## src/rtl/tristate_bus_scheduler.sv

```systemverilog
`default_nettype none
// ============================================================================
// Module  : tristate_bus_scheduler
// Brief   : Round-robin owner scheduler for a shared bufif1 tri-state bus.
//           Grants one driver at a time, caps ownership at MAX_HOLD cycles
//           and inserts GUARD_CYCLES of dead time between successive owners.
// Revision: 1.0 - initial release
// ============================================================================
module tristate_bus_scheduler #(
    parameter int N            = 4,
    parameter int GUARD_CYCLES = 2,
    parameter int MAX_HOLD     = 8,
    parameter int IDW          = 2
) (
    input  logic           clk,
    input  logic           rst_n,
    input  logic           en,
    input  logic [N-1:0]   req,
    output logic [N-1:0]   oe,
    output logic [IDW-1:0] owner,
    output logic           busy,
    output logic           in_guard,
    output logic           timeout
);

    localparam int c_HCW = 16;
    localparam int c_GCW = 4;
    localparam int c_JW  = IDW + 1;

    typedef enum logic [1:0] {
        ST_IDLE  = 2'b00,
        ST_DRIVE = 2'b01,
        ST_GUARD = 2'b10
    } state_t;

    state_t             r_state;
    logic [N-1:0]       r_oe;
    logic [IDW-1:0]     r_owner;
    logic               r_busy;
    logic               r_in_guard;
    logic               r_timeout;
    logic [IDW-1:0]     r_rr_ptr;
    logic [c_HCW-1:0]   r_hold_cnt;
    logic [c_GCW-1:0]   r_guard_cnt;

    state_t             w_state_nxt;
    logic [N-1:0]       w_oe_nxt;
    logic [IDW-1:0]     w_owner_nxt;
    logic               w_busy_nxt;
    logic               w_in_guard_nxt;
    logic               w_timeout_nxt;
    logic [IDW-1:0]     w_rr_nxt;
    logic [c_HCW-1:0]   w_hold_nxt;
    logic [c_GCW-1:0]   w_guard_nxt;

    logic               w_win_vld;
    logic [IDW-1:0]     w_win_idx;
    logic [c_JW-1:0]    w_cand;
    logic [N-1:0]       w_win_oh;
    logic               w_own_req;
    logic               w_at_limit;
    logic               w_release;
    logic [IDW-1:0]     w_owner_inc;

    // Round-robin search: descending loop so the nearest candidate to rr_ptr wins.
    always_comb begin
        w_win_vld = 1'b0;
        w_win_idx = '0;
        w_cand    = '0;
        for (int i = N - 1; i >= 0; i--) begin
            w_cand = {1'b0, r_rr_ptr} + c_JW'(i);
            if (w_cand >= c_JW'(N)) begin
                w_cand = w_cand - c_JW'(N);
            end
            if (req[w_cand[IDW-1:0]]) begin
                w_win_vld = 1'b1;
                w_win_idx = w_cand[IDW-1:0];
            end
        end
    end

    assign w_win_oh    = {{(N-1){1'b0}}, 1'b1} << w_win_idx;
    assign w_own_req   = req[r_owner];
    assign w_at_limit  = (MAX_HOLD != 0) && (r_hold_cnt == c_HCW'(MAX_HOLD));
    assign w_release   = !w_own_req || !en || w_at_limit;
    assign w_owner_inc = (r_owner == IDW'(N - 1)) ? '0 : r_owner + IDW'(1);

    // Next-state and registered-output computation for IDLE/DRIVE/GUARD.
    always_comb begin
        w_state_nxt    = r_state;
        w_oe_nxt       = r_oe;
        w_owner_nxt    = r_owner;
        w_busy_nxt     = r_busy;
        w_in_guard_nxt = r_in_guard;
        w_timeout_nxt  = 1'b0;
        w_rr_nxt       = r_rr_ptr;
        w_hold_nxt     = r_hold_cnt;
        w_guard_nxt    = r_guard_cnt;
        case (r_state)
            ST_IDLE: begin
                if (en && w_win_vld) begin
                    w_state_nxt = ST_DRIVE;
                    w_oe_nxt    = w_win_oh;
                    w_owner_nxt = w_win_idx;
                    w_busy_nxt  = 1'b1;
                    w_hold_nxt  = c_HCW'(1);
                end
            end
            ST_DRIVE: begin
                if (w_release) begin
                    w_state_nxt    = ST_GUARD;
                    w_oe_nxt       = '0;
                    w_busy_nxt     = 1'b0;
                    w_in_guard_nxt = 1'b1;
                    w_rr_nxt       = w_owner_inc;
                    w_guard_nxt    = c_GCW'(GUARD_CYCLES - 1);
                    // A limit release only counts as a timeout if the owner still wanted the bus.
                    w_timeout_nxt  = w_at_limit && w_own_req && en;
                end else if (r_hold_cnt != '1) begin
                    w_hold_nxt = r_hold_cnt + c_HCW'(1);
                end
            end
            ST_GUARD: begin
                if (r_guard_cnt != '0) begin
                    w_guard_nxt = r_guard_cnt - c_GCW'(1);
                end else if (en && w_win_vld) begin
                    w_state_nxt    = ST_DRIVE;
                    w_oe_nxt       = w_win_oh;
                    w_owner_nxt    = w_win_idx;
                    w_busy_nxt     = 1'b1;
                    w_in_guard_nxt = 1'b0;
                    w_hold_nxt     = c_HCW'(1);
                end else begin
                    w_state_nxt    = ST_IDLE;
                    w_in_guard_nxt = 1'b0;
                end
            end
            default: begin
                w_state_nxt    = ST_IDLE;
                w_oe_nxt       = '0;
                w_busy_nxt     = 1'b0;
                w_in_guard_nxt = 1'b0;
            end
        endcase
    end

    // State and output registers; reset drops every driver enable at once.
    always_ff @(posedge clk or negedge rst_n) begin
        if (!rst_n) begin
            r_state     <= ST_IDLE;
            r_oe        <= '0;
            r_owner     <= '0;
            r_busy      <= 1'b0;
            r_in_guard  <= 1'b0;
            r_timeout   <= 1'b0;
            r_rr_ptr    <= '0;
            r_hold_cnt  <= '0;
            r_guard_cnt <= '0;
        end else begin
            r_state     <= w_state_nxt;
            r_oe        <= w_oe_nxt;
            r_owner     <= w_owner_nxt;
            r_busy      <= w_busy_nxt;
            r_in_guard  <= w_in_guard_nxt;
            r_timeout   <= w_timeout_nxt;
            r_rr_ptr    <= w_rr_nxt;
            r_hold_cnt  <= w_hold_nxt;
            r_guard_cnt <= w_guard_nxt;
        end
    end

    assign oe       = r_oe;
    assign owner    = r_owner;
    assign busy     = r_busy;
    assign in_guard = r_in_guard;
    assign timeout  = r_timeout;

    a_oe_onehot0: assert property (@(posedge clk) disable iff (!rst_n) $onehot0(r_oe));
    a_busy_oe:    assert property (@(posedge clk) disable iff (!rst_n) r_busy == (|r_oe));
    a_guard_off:  assert property (@(posedge clk) disable iff (!rst_n) r_in_guard |-> (r_oe == '0));

endmodule
`default_nettype wire

```

## config.mk

```make
export PLATFORM = sky130hd
export DESIGN_NAME = tristate_bus_scheduler
export DESIGN_NICKNAME = d
export VERILOG_FILES = /design/src/rtl/tristate_bus_scheduler.sv
export SDC_FILE = /design/constraint.sdc
export NUM_CORES = 1
export LEC_CHECK = 0
export ABC_AREA = 1
export CORE_MARGIN = 1.5
export CORE_UTILIZATION = 35
export CTS_CLUSTER_DIAMETER = 150
export CTS_CLUSTER_SIZE = 20
export DETAILED_ROUTE_END_ITERATION = 8
export PLACE_DENSITY = 0.48
export REMOVE_ABC_BUFFERS = 1
export SYNTH_ARGS = -nofsm -noshare
export SYNTH_HDL_FRONTEND = slang
export SYNTH_SLANG_ARGS = --single-unit
```

## constraint.sdc

```tcl
create_clock -name clk -period 2.6 [get_ports clk]
set_clock_uncertainty 0.15 [all_clocks]
set_input_delay 0.26 -clock clk [delete_from_list [all_inputs] [get_ports clk]]
set_output_delay 0.26 -clock clk [all_outputs]
set_load 0.01 [all_outputs]
```

==> results of run 1 <==
layout make-up:
type / instances / area [um^2]
clock buffer: 5 / 68.82
fill: 610 / 3413
timing repair buffer: 17 / 165.2
tap: 75 / 93.84
multi-input combinational: 241 / 1147
inverter: 37 / 141.4
sequential: 33 / 825.8
clock inverter: 3 / 65.06
report_power, final:
part,total (mW),switching (mW),internal (mW)
sequential,0.755,0.123,0.632
combinational,1.13,0.733,0.396
clock,0.573,0.192,0.381
flip-flops by register name, indices dropped and copies added, names as in the netlist:
| signal | count |
|---|---|
| r_state | 2 |
| oe | 4 |
| r_hold_cnt | 16 |
| timeout | 1 |
| r_guard_cnt | 4 |
| in_guard | 1 |
| busy | 1 |
| r_rr_ptr | 2 |
| owner | 2 |
worst paths after layout:
| check | depth (start not counted) | startpoint | to | slack (ps) |
|---|---|---|---|---|
| worst min-delay path | 2 | rst_n | oe[2] | 240 |
| max in group asynchronous | 2 | rst_n | r_hold_cnt[13] | 1740 |
| worst min register to register | 1 | r_guard_cnt[0] | r_guard_cnt[0] | 320 |
| worst max-delay path | 11 | r_hold_cnt[0] | r_hold_cnt[10] | 550 |
| worst max register to register | 11 | r_hold_cnt[0] | r_hold_cnt[10] | 550 |
| min in group clk | 1 | r_guard_cnt[0] | r_guard_cnt[0] | 320 |
worst max-delay path, cell delays in order, from the launching register on:
cell	delay, ps
dfrtp_1	410
ha_1	220
nand2_1	120
nor2_2	60
nand2_2	100
nor2_4	50
nand3_1	100
nand2_1	90
a21oi_4	290
nand2_4	200
nand2_1	100
nand2_1	50
layer usage:
layer	up-vias	wire (um)	global-route usage, %
met1	860	2605	24.55
met2	21	2045	23.14
met5	-	0	0
li1	1034	-	-
met3	2	109	3.034
met4	0	33	4.655
Yosys cell counts, drive strengths merged:
master	number	area (um^2)
a21boi	1	7.510
a21oi	7	46.30
buf	4	31.27
clkbuf	1	3.750
dfrtp	33	825.8
ha	4	50.05
inv	37	141.4
nand2	129	509.2
nand3	31	155.2
nand3b	8	60.06
nand4	2	12.51
nor2	30	122.6
nor3	6	30.03
nor3b	1	7.510
o21ai	11	55.05
o21bai	1	7.510
o31ai	1	7.510
or2	1	6.260
xnor2	1	8.760
xor2	7	61.31
metrics by stage:
stage / hold WS [ps] / cell area (um^2) / util, % / total power, mW / std cells
after global placement: 302.5 / 2374 / 40.09 / 1.900 / 403
after detailed placement: 310.7 / 2374 / 40.09 / 1.904 / 403
after CTS: 262.4 / 2507 / 42.35 / 2.484 / 411
after floorplan: -185.6 / 2115 / - / 1.537 / 311
after global routing: 299.5 / 2507 / 42.35 / 2.680 / 411
final: 241.8 / 2507 / 42.35 / 2.457 / 411
cells by family after synthesis:
logic type | count (synthesis) | share of synthesized area (%)
xor+xnor | 8 | 3.260
fa+ha+maj | 4 | 2.328
simple gates | 208 | 42.03
compound gates | 21 | 5.763
flops | 33 | 38.42
buf+inv | 42 | 8.207
==> flow_summary.json, run 1 <==
{
  "syn-cell-area_um2": 2150,
  "slew_headroom_pct": 70.55,
  "report.final.hold_viol_count": 0,
  "worst-setup-path-type": "register to register",
  "syn_to_final_growth_pct": 16.65,
  "finalCritPeriodShare_pct": 78.94,
  "cellPowerDensity_nw_per_um2": 979.7,
  "clkLatencyLatePin_ps": 280,
  "grt_overflow_total": 0,
  "critical_path.endpoint_type": "register",
  "grt_max_degree": 34,
  "grt_pass1_wl_mm": 8.204,
  "fin_setup_tns_ps": 0,
  "clock-sinks": 33,
  "mostFrequentLayoutCell": "nand2_1",
  "fin_ws_ps": 547.5,
  "worst_pin_slew_ps": 441.7,
  "clock.fmax_mhz": 487.2,
  "core_um2": 5921,
  "cts-hold-fix-buffers": 0,
  "cts_buffers": 5,
  "outcome": "finished, final reports clean",
  "wire_per_inst_um": 11.66,
  "start_util_pct": 36.31,
  "min_path_type": "input pin to asynchronous set/reset pin",
  "port_buffers": 15,
  "final_layout_size_suffix_gt1_share_pct": 7.738,
  "drv_cap": 0,
  "cts_tree": "done",
  "num_antenna_cells": 0,
  "cts_root_buf": "clkbuf_8",
  "post_cts_buffers": 0,
  "die_w_um": 81.37,
  "cp.arrival_ps": 2070,
  "place_congestion": 0.8322,
  "drt.antenna.violating_nets": 0,
  "htree_levels": 2,
  "dp_hpwl_mm": 3.583,
  "viasPerCell": 4.664,
  "nets": 346,
  "synth_seq_cells": 33,
  "maxSlewViolCount": 0,
  "drt_iter0_drc": 126,
  "cts_resized": 0,
  "ir_worst_vdd_mv": 0.3893,
  "die_area_um2": 6621,
  "p_leak_nw": 1.282,
  "pre_cts_ws_ps": 472.6,
  "ys_warn_count": 0,
  "io-pin-count": 16,
  "cp_max_fo": 15,
  "setup_violations": 0,
  "postSynthCellCount": 316,
  "fp.dieH_um": 81.37,
  "clk_pin_slew_ps": 80,
  "grtUsageTotal_pct": 16.23,
  "ys_seq_area_share_pct": 38.42,
  "clock_path_buffers": 2,
  "wl_mm": 4.793,
  "drc": 0,
  "layout_common_cells": "nand2_1 (123), dfrtp_1 (33), inv_1 (31), nand3_1 (31), nor2_1 (28)",
  "period_minus_slack_ps": 2052,
  "grt_antenna_before_repair": 0,
  "grt_pass1_vias": 1740,
  "synth_cell_types": 29,
  "avgSynthCellArea_um2": 6.802,
  "vias": 1917,
  "crit_required_ps": 2620,
  "crit_path_start_kind": "register",
  "core.rowCount": 28,
  "dr.pass1.iters": 4,
  "rsz0062_at_grt": "false"
}
No activity file was read; power rests on OpenSTA's default activity.
==> run 2, diff against run 1 <==
Settings changed: PLACE_DENSITY 0.48 to 0.5.
Clock period 2.6 ns to 1.7 ns, I/O delays scaled along.
==> run 2 against run 1 <==
  * The run now ends with setup timing left
  * Utilization rose by 12 points
  * Sequential share of layout area decreased by 7.1 points
  * Final cell count is 16% higher
  * Die area unchanged
  * Register-to-register slack lost 700 ps
  * Sequential cell count stayed put
  * Routed wire length rose by 23%
  * Non-clock buffer count up 66
  * Power is 94% higher
==> flow_summary.json, run 2 (synthesis gave the netlist of run 1 again) <==
{
  "outcome": "complete, but fails checks",
  "violations": "setup timing",
  "fillers": 567,
  "rsz0062_at_grt": "true",
  "syn_to_final_growth_pct": 48.89,
  "report.final.hold_viol_count": 0,
  "start_util_pct": 36.31,
  "drt_iter0_drc": 89,
  "cellPowerDensity_nw_per_um2": 1490,
  "crit_required_ps": 1720,
  "dp_hpwl_mm": 4.075,
  "clock_path_buffers": 2,
  "clkLatencyLatePin_ps": 280,
  "fin_ws_ps": -153.8,
  "grtUsageTotal_pct": 18.59,
  "port_buffers": 15,
  "top_register": "r_hold_cnt",
  "grt_max_degree": 34,
  "setup_violations": 18,
  "die_area_um2": 6621,
  "clock-sinks": 33,
  "grt_pass1_vias": 1989,
  "final_cell_count_no_fill": 478,
  "fp.dieH_um": 81.37,
  "cts_tree": "done",
  "wl_mm": 5.880,
  "clk_pin_slew_ps": 70,
  "vias": 2248,
  "core.rowCount": 28,
  "htree_levels": 2,
  "slew_headroom_pct": 80.73,
  "viasPerCell": 4.703,
  "grt_antenna_before_repair": 0,
  "min_path_type": "input pin to asynchronous set/reset pin",
  "grt_pass1_wl_mm": 9.384,
  "dpl_cell_area_um2": 2776,
  "mostFrequentLayoutCell": "nand2_1",
  "design_area_um2": 3201,
  "largest_reg_flops": 16,
  "crit_path_start_kind": "register",
  "final_layout_size_suffix_gt1_share_pct": 32.75,
  "maxSlewViolCount": 0,
  "worst_pin_slew_ps": 288.5,
  "nets": 413,
  "num_antenna_cells": 0,
  "place_congestion": 0.8231,
  "period_minus_slack_ps": 1854,
  "reg2reg_from": "r_hold_cnt[0]",
  "clock.fmax_mhz": 539.4,
  "dpl.cell_count": 455,
  "die_w_um": 81.37,
  "drc": 0,
  "drt.antenna.violating_nets": 0,
  "worst-setup-path-type": "register to register",
  "grt_overflow_total": 0,
  "dr.pass1.iters": 4,
  "layout_common_cells": "nand2_1 (111), buf_4 (62), dfrtp_1 (31)",
  "cts_root_buf": "clkbuf_8",
  "crit_start": "r_hold_cnt[0]",
  "finalCritPeriodShare_pct": 109.0,
  "ir_worst_vdd_mv": 0.7839,
  "io-pin-count": 16,
  "cp.arrival_ps": 1880,
  "critical_path.endpoint_type": "register",
  "cts-hold-fix-buffers": 0,
  "cts_buffers": 5,
  "wire_per_inst_um": 12.30,
  "drv_cap": 0,
  "core_um2": 5921,
  "cp_max_fo": 7,
  "p_leak_nw": 1.658
}
[run 2: path summary, 6_finish.rpt]
check | end | slack [ps] | cells after the start
max in group asynchronous | r_rr_ptr[0] | 1100 | 2
hold / removal | busy | 110 | 2
setup / recovery | r_hold_cnt[11] | -150 | 12
min in group clk | oe[0] | 330 | 2
hold reg to reg | oe[0] | 330 | 2
setup reg to reg | r_hold_cnt[11] | -150 | 12
[run 2: cell type report]
type                       count  area [um^2]  share of cell area (%)
multi-input combinational    242         1321                   41.28
clock inverter                 1        30.03                  0.9382
inverter                      37        141.4                   4.418
tap                           75        93.84                   2.932
sequential                    33        828.3                   25.88
clock buffer                   7        86.33                   2.697
timing repair buffer          83        699.4                   21.85
[run 2: repair_timing]
item	4_1_cts	5_1_grt
pin swaps	2	20
buffers inserted	2	11
gates resized for setup	16	42
cloned	2	0
setup endpoints to repair	32	32
[run 2: worst max-delay path, stage by stage, from the launching register on]
cell and delay (ps):
dfrtp_1 430, ha_4 180, nand2_4 60, nor2_4 120, nand2_4 70, nor2_4 90
nand3_2 90, nand2_2 100, a21oi_4 40, buf_12 140, buf_6 130, nand3b_1 70
nand2_1 50
[run 2: power breakdown]
group,internal (mW),switching [mW]
sequential,0.971,0.184
clock,0.478,0.285
combinational,1.31,1.54
total,2.76,2.01
[run 2: metrics by stage]
step                setup WS, ps  total power, mW  setup TNS, ps  utilization [%]  hold WS, ps
floorplan                 -158.7            2.350          -2445                -       -275.6
global placement          -186.9            3.331          -4377            46.89        316.8
detailed placement        -206.8            3.342          -4768            46.89        324.2
CTS                       -186.9            4.268          -3570            49.87        108.1
global route              -235.4            5.099          -4638            54.06        126.5
finish                    -153.8            4.770          -2257            54.06        108.9
[run 2: metal layers]
metal / global-route usage, % / part of all wire (%) / up-vias
met4: 4.828 / 1.1 / 0
li1: - / - / 1170
met3: 3.596 / 3.4 / 6
met1: 26.06 / 49 / 1031
met5: 0 / 0 / -
met2: 29.17 / 46 / 41
